==> config.mk <==
export PLATFORM = sky130hd
export DESIGN_NAME = ov5640_dvp_tx
export DESIGN_NICKNAME = d
export VERILOG_FILES = /design/src/rtl/ov5640_pkg.sv /design/src/rtl/ov5640_bar_gen.sv /design/src/rtl/ov5640_dvp_tx.sv
export SDC_FILE = /design/constraint.sdc
export NUM_CORES = 1
export LEC_CHECK = 0
export BUFFER_PORTS_ARGS = -buffer_cell sky130_fd_sc_hd__buf_4
export CORE_UTILIZATION = 60
export DETAILED_ROUTE_END_ITERATION = 10
export GPL_TIMING_DRIVEN = 0
export MAX_ROUTING_LAYER = met4
export PLACE_DENSITY = 0.95
export SYNTH_ARGS = -nofsm -noshare
export SYNTH_HDL_FRONTEND = slang
export SYNTH_SLANG_ARGS = --single-unit
==> constraint.sdc <==
create_clock -name ov5640_pclk -period 6.9 [get_ports ov5640_pclk]
set_clock_uncertainty 0.15 [all_clocks]
set_input_delay 0.345 -clock ov5640_pclk [delete_from_list [all_inputs] [get_ports ov5640_pclk]]
set_output_delay 0.345 -clock ov5640_pclk [all_outputs]
set_load 0.01 [all_outputs]
==> src/rtl/ov5640_pkg.sv <==
// Shared types for the OV5640 DVP transmitter: FSM state encoding and RGB565 colour-bar constants.
package ov5640_pkg;

  typedef enum logic [2:0] {
    ST_IDLE   = 3'd0,
    ST_VSYNC  = 3'd1,
    ST_VBP    = 3'd2,
    ST_ACTIVE = 3'd3,
    ST_HBLANK = 3'd4,
    ST_VFP    = 3'd5
  } ov5640_state_e;

  localparam logic [15:0] BAR_WHITE   = 16'hFFFF;
  localparam logic [15:0] BAR_YELLOW  = 16'hFFE0;
  localparam logic [15:0] BAR_CYAN    = 16'h07FF;
  localparam logic [15:0] BAR_GREEN   = 16'h07E0;
  localparam logic [15:0] BAR_MAGENTA = 16'hF81F;
  localparam logic [15:0] BAR_RED     = 16'hF800;
  localparam logic [15:0] BAR_BLUE    = 16'h001F;
  localparam logic [15:0] BAR_BLACK   = 16'h0000;

  function automatic logic [15:0] bar_color(input logic [2:0] idx);
    case (idx)
      3'd0:    return BAR_WHITE;
      3'd1:    return BAR_YELLOW;
      3'd2:    return BAR_CYAN;
      3'd3:    return BAR_GREEN;
      3'd4:    return BAR_MAGENTA;
      3'd5:    return BAR_RED;
      3'd6:    return BAR_BLUE;
      default: return BAR_BLACK;
    endcase
  endfunction

endpackage

==> src/rtl/ov5640_bar_gen.sv <==
// Colour-bar decoder: maps a pixel column to one of eight vertical RGB565 bars.
// Combinational; the caller registers the result into its pixel register on the accept cycle.
module ov5640_bar_gen
  import ov5640_pkg::*;
#(
  parameter int H_ACTIVE = 640,
  parameter int COLW     = 10
) (
  input  logic [COLW-1:0] col,
  output logic [15:0]     color
);

  localparam int BAR_W = H_ACTIVE / 8;
  // Lines narrower than 8 pixels give each pixel its own bar.
  localparam int BAR_DIV = (BAR_W == 0) ? 1 : BAR_W;

  logic [31:0] bar_idx;

  always_comb begin
    bar_idx = {{(32-COLW){1'b0}}, col} / 32'(BAR_DIV);
    color   = (bar_idx >= 32'd7) ? BAR_BLACK : bar_color(bar_idx[2:0]);
  end

endmodule

==> src/rtl/ov5640_dvp_tx.sv <==
// OV5640-style DVP transmitter: RGB565 stream in, vsync/href/byte-serial data out, high byte first.
// Optional colour-bar source enabled by OV5640_TX_PATTERN_EN (adds pattern_sel input).
module ov5640_dvp_tx
  import ov5640_pkg::*;
#(
  parameter int H_ACTIVE  = 640,
  parameter int V_ACTIVE  = 480,
  parameter int H_BLANK   = 16,
  parameter int VSYNC_LEN = 8,
  parameter int V_BP      = 4,
  parameter int V_FP      = 4
) (
  input  logic          ov5640_pclk,
  input  logic          sys_rst,
  input  logic          tx_en,
  input  logic [15:0]   s_pix_data,
  input  logic          s_pix_valid,
`ifdef OV5640_TX_PATTERN_EN
  input  logic          pattern_sel,
`endif
  output logic          s_pix_ready,
  output logic          dvp_vsync,
  output logic          dvp_href,
  output logic [7:0]    dvp_data,
  output logic          frame_start,
  output logic          underrun,
  output ov5640_state_e dbg_state
);

  localparam int LINE_LEN = 2 * H_ACTIVE + H_BLANK;
  localparam int MAXC     = (LINE_LEN > VSYNC_LEN) ? LINE_LEN : VSYNC_LEN;
  localparam int MAXL_A   = (V_BP > V_FP) ? V_BP : V_FP;
  localparam int MAXL     = (V_ACTIVE > MAXL_A) ? V_ACTIVE : MAXL_A;
  localparam int CW       = $clog2(MAXC);
  localparam int LW       = (MAXL > 1) ? $clog2(MAXL) : 1;

  localparam logic [CW-1:0] VS_LAST  = CW'(VSYNC_LEN - 1);
  localparam logic [CW-1:0] ACT_LAST = CW'(2 * H_ACTIVE - 1);
  localparam logic [CW-1:0] HB_LAST  = CW'(H_BLANK - 1);
  localparam logic [CW-1:0] LN_LAST  = CW'(LINE_LEN - 1);
  localparam logic [LW-1:0] VBP_LAST = LW'(V_BP - 1);
  localparam logic [LW-1:0] VA_LAST  = LW'(V_ACTIVE - 1);
  localparam logic [LW-1:0] VFP_LAST = LW'(V_FP - 1);

  ov5640_state_e state, state_n;
  logic [CW-1:0] cyc, cyc_n;
  logic [LW-1:0] line, line_n;
  logic [15:0]   pix_q;
  logic [15:0]   src_pix;
  logic          next_active, pix_due, fs_n, use_stream;

  // State, cyc and line describe the cycle currently on the pins; outputs are
  // registered from the next-state values so they change together with the state.
  always_ff @(posedge ov5640_pclk) begin
    if (sys_rst) begin
      state <= ST_IDLE;
      cyc   <= '0;
      line  <= '0;
    end else begin
      state <= state_n;
      cyc   <= cyc_n;
      line  <= line_n;
    end
  end

  always_comb begin
    state_n = state;
    cyc_n   = cyc;
    line_n  = line;
    case (state)
      ST_IDLE: begin
        cyc_n  = '0;
        line_n = '0;
        if (tx_en) state_n = ST_VSYNC;
      end
      ST_VSYNC: begin
        if (cyc == VS_LAST) begin
          state_n = ST_VBP;
          cyc_n   = '0;
          line_n  = '0;
        end else begin
          cyc_n = cyc + CW'(1);
        end
      end
      ST_VBP: begin
        if (cyc == LN_LAST) begin
          cyc_n = '0;
          if (line == VBP_LAST) begin
            state_n = ST_ACTIVE;
            line_n  = '0;
          end else begin
            line_n = line + LW'(1);
          end
        end else begin
          cyc_n = cyc + CW'(1);
        end
      end
      ST_ACTIVE: begin
        if (cyc == ACT_LAST) begin
          state_n = ST_HBLANK;
          cyc_n   = '0;
        end else begin
          cyc_n = cyc + CW'(1);
        end
      end
      ST_HBLANK: begin
        if (cyc == HB_LAST) begin
          cyc_n = '0;
          if (line == VA_LAST) begin
            state_n = ST_VFP;
            line_n  = '0;
          end else begin
            state_n = ST_ACTIVE;
            line_n  = line + LW'(1);
          end
        end else begin
          cyc_n = cyc + CW'(1);
        end
      end
      ST_VFP: begin
        if (cyc == LN_LAST) begin
          cyc_n = '0;
          if (line == VFP_LAST) begin
            state_n = tx_en ? ST_VSYNC : ST_IDLE;
            line_n  = '0;
          end else begin
            line_n = line + LW'(1);
          end
        end else begin
          cyc_n = cyc + CW'(1);
        end
      end
      default: begin
        state_n = ST_IDLE;
        cyc_n   = '0;
        line_n  = '0;
      end
    endcase
  end

  // Byte phase is cyc[0] inside a line; a pixel is due when the next cycle is phase 0.
  assign next_active = (state_n == ST_ACTIVE);
  assign pix_due     = next_active && !cyc_n[0];
  assign fs_n        = (state_n == ST_VSYNC) && (state != ST_VSYNC);

`ifdef OV5640_TX_PATTERN_EN
  logic        pat_mode;
  logic [15:0] bar_pix;

  ov5640_bar_gen #(
    .H_ACTIVE (H_ACTIVE),
    .COLW     (CW - 1)
  ) u_bar_gen (
    .col   (cyc_n[CW-1:1]),
    .color (bar_pix)
  );

  always_ff @(posedge ov5640_pclk) begin
    if (sys_rst)   pat_mode <= 1'b0;
    else if (fs_n) pat_mode <= pattern_sel;
  end

  assign use_stream = !pat_mode;
  assign src_pix    = pat_mode ? bar_pix : (s_pix_valid ? s_pix_data : 16'h0000);
`else
  assign use_stream = 1'b1;
  assign src_pix    = s_pix_valid ? s_pix_data : 16'h0000;
`endif

  // Handshake: a pixel transfers on a rising edge where s_pix_valid && s_pix_ready.
  // Ready never waits on valid; a missing pixel is replaced by zero and timing keeps running.
  assign s_pix_ready = !sys_rst && pix_due && use_stream;

  always_ff @(posedge ov5640_pclk) begin
    if (sys_rst) begin
      dvp_vsync   <= 1'b0;
      dvp_href    <= 1'b0;
      dvp_data    <= 8'h00;
      frame_start <= 1'b0;
      underrun    <= 1'b0;
      pix_q       <= 16'h0000;
    end else begin
      dvp_vsync   <= (state_n == ST_VSYNC);
      dvp_href    <= next_active;
      frame_start <= fs_n;
      if (pix_due) begin
        pix_q    <= src_pix;
        dvp_data <= src_pix[15:8];
        if (use_stream && !s_pix_valid) underrun <= 1'b1;
      end else if (next_active) begin
        dvp_data <= pix_q[7:0];
      end else begin
        dvp_data <= 8'h00;
      end
    end
  end

  assign dbg_state = state;

endmodule
==> run metrics <==
P&R area growth vs syn 17.2%; Int Power 0.314 mW; Synth cell types 46; worst ir drop on vdd 0.000130 V; top_reg_cell synth dfxtp_1; H-tree levels 2; vias in the first global route 1,749; Hold-fix buffers, CTS 0; CP dominant cell by count clkbuf_1; design area between 2000 and 3000 µm²; die height 61.8 µm; switching share of power around 24%; worst r2r dst line[8]$_SDFFE_PP0P_; DRT Wirelength 4.82 mm; WL/cell 14.2 µm; outcome finished, final reports clean; delay-heaviest family, CP buffers and inverters; yosys warns 0; row count 21; Critical Path AT between 3 and 4 ns; HPWL Detailed approximately 3.5 mm; GP Congestion roughly 0.92; Net Sw Power 0.100 mW; overall routing resource usage 26.9%; Nets 315; critical path peak fanout 10; DR vias/cell 5.87; Seq cells post-synth between 40 and 50; # port buffers 34; Seq pwr share 60.6%; # Post-CTS Setup Buffers 0; Post-Synthesis Cells 252; vias post-DR 1,991; CP Capture Type output port; max incr delay on CP 0.63 ns; first-pass GRT wire length ~7.4 mm; DR WL met3 ~210 µm; crit path buf inv count 4; Worst-path clk slew 0.12 ns; DRT iter0 DRCs roughly 160; DR WL met2 2.32 mm; hold crit path type input port to register; R2R depth 7; # fillers around 240; Routed Antenna Nets 0; Initial Util 63.3%; CTS max path bufs 2; max cap viols 0; Post-synth EDFFs 0; CP Launch Type register; hold endpoint pix_q[6]$_SDFFE_PP0P_; setup ws final 3.36 ns; clock root buffer clkbuf_4; fin. max-slew vios 0; DR pass1 iterations 4; Clock Power Share 30.8%; slew margin rel. ~48%; Leak Pwr 0.995 nW; CTS resizes 0; number of top-level pins 36; CP Cell Sequence clkbuf_1, clkbuf_1, and3_1, nand2b_1, a311oi_2, or3_1, buf_6, nor2_1, buf_4; Mean Syn Cell Area 8.52 µm²; FFs w/ async S/R, synth 0%; worst path required time 6.40 ns; Fin. Hold Viols 0; RSZ-0062 raised after global routing false; Comb power frac 8.6%; Post-Syn Nets 274; slowest CP cell a311oi_2; Clk Latency, worst-skew pair 0.36 ns; endpoints failing setup 0; Post-Place Setup Slack approximately 3.8 ns; critical setup path kind register to output port; GR Overflow Total 0; die width 61.8 µm; DP Area 2460 µm²; hold_sp s_pix_data[6]; number of antenna violations at the first check in global routing 0; hold path cells 3; CTS tree yes; Max Clk Rate approximately 280 MHz; diode count 0; Core ar. 3390 µm²; worst-margin pin slew 0.777 ns; R2R Path Start cyc[0]$_SDFF_PP0_; post-synthesis sequential area ratio between 40% and 50%; minimum clock period after layout around 3.5 ns; pwr/cell area 165 nW/µm²; Core Util, Final 74.2%; die area ~3800 µm²; Pwr Total 0.414 mW; drt drc 0; reg-to-reg slack, setup 3.97 ns; M1 WL 2.22 mm; fin crit share around half; fraction of layout instances using a drive strength above 1 17.7%; clk sinks 43; largest net degree at the start of global routing 13; synthesized area 2150 µm²; most frequent cells in the layout dfxtp_1, buf_4, nor2_1; Top Metal Used met4; Setup Total Neg Slack 0 ns; CTS Buf Count 5; commonest non-fill, non-tap cell in the layout dfxtp_1
-- logic make-up after synthesis --
logic type,Yosys count,synth area share [%]
flip-flops,43,40.1
XOR/XNOR,16,6.53
multiplexers,8,3.73
AND/OR/NAND/NOR,127,32.0
AO/OA/AOI/OAI,37,12.5
adder cells (fa/ha/maj),2,1.17
buffers and inverters,19,3.96
-- worst min-delay path, cell delays in order --
cell and delay [ns]:
buf_4 0.11, nand3b_1 0.07, mux2i_1 0.06
-- power groups by stage --
stage,Sequential [mW],Clock (mW),Combinational [mW]
after detailed placement,0.257,0,0.0348
after global placement,0.257,0,0.0338
final,0.251,0.128,0.0355
after global routing,0.252,0.135,0.0390
after CTS,0.251,0.127,0.0349
after floorplan,0.257,0,0.0190
-- layer usage --
layer | track usage [%] | vias to the layer above
met3 | 7.25 | 9
li1 | - | 975
met4 | 9.84 | 0
met2 | 44.4 | 58
met1 | 31.3 | 949
met5 | - | -
-- per-stage QoR --
step / hold slack [ns] / cells
after floorplan: 0.282 / 252
after global placement: 0.296 / 332
after detailed placement: 0.305 / 332
after CTS: 0.102 / 339
after global routing: 0.102 / 339
final: 0.102 / 339
-- worst max path at each step --
stage                            startpoint          end  slack (ns)  cells past startpoint
floorplan                 cyc[5]$_SDFF_PP0_  s_pix_ready        4.13                      6
global placement          cyc[0]$_SDFF_PP0_  s_pix_ready        3.87                     10
detailed placement        cyc[0]$_SDFF_PP0_  s_pix_ready        3.80                     10
CTS                       cyc[0]$_SDFF_PP0_  s_pix_ready        3.39                     10
global route        dbg_state[0]$_SDFF_PP0_  s_pix_ready        3.16                      9
finish              dbg_state[0]$_SDFF_PP0_  s_pix_ready        3.36                      9
-- cells in the mapped netlist (3+ instances only) --
cell type | n | area, µm²
inv_1 | 4 | 15.0
dfxtp_1 | 43 | 861
and3_1 | 6 | 37.5
xor2_1 | 8 | 70.1
nand2_1 | 16 | 60.1
or3_1 | 4 | 25.0
mux2i_1 | 8 | 80.1
nand2b_1 | 12 | 75.1
clkbuf_1 | 11 | 41.3
nand4_1 | 4 | 25.0
a21o_1 | 3 | 22.5
nand3_1 | 19 | 95.1
or3b_2 | 3 | 26.3
nor3_1 | 7 | 35.0
xnor2_1 | 8 | 70.1
a21oi_1 | 14 | 70.1
nor2_1 | 30 | 113
nor4_1 | 4 | 25.0
nand3b_1 | 11 | 82.6
-- sequential cells by signal, indices dropped and copies added, names as in the netlist --
signal	cells
cyc	11
dvp_href	1
underrun	1
dvp_vsync	1
dvp_data	8
pix_q	8
frame_start	1
line	9
dbg_state	3
-- cell type report --
| type | count | area [µm²] | area share, % |
|---|---|---|---|
| clock buffers | 6 | 51.3 | 2.04 |
| clock inverters | 1 | 5.00 | 0.199 |
| repair buffers | 34 | 255 | 10.1 |
| plain buffers | 15 | 70.1 | 2.78 |
| multi-input cells | 190 | 1200 | 47.7 |
| flip-flops and latches | 43 | 861 | 34.2 |
| inverters | 4 | 15.0 | 0.597 |
| well taps | 46 | 57.6 | 2.29 |
Power figures use the tool's default switching activity.
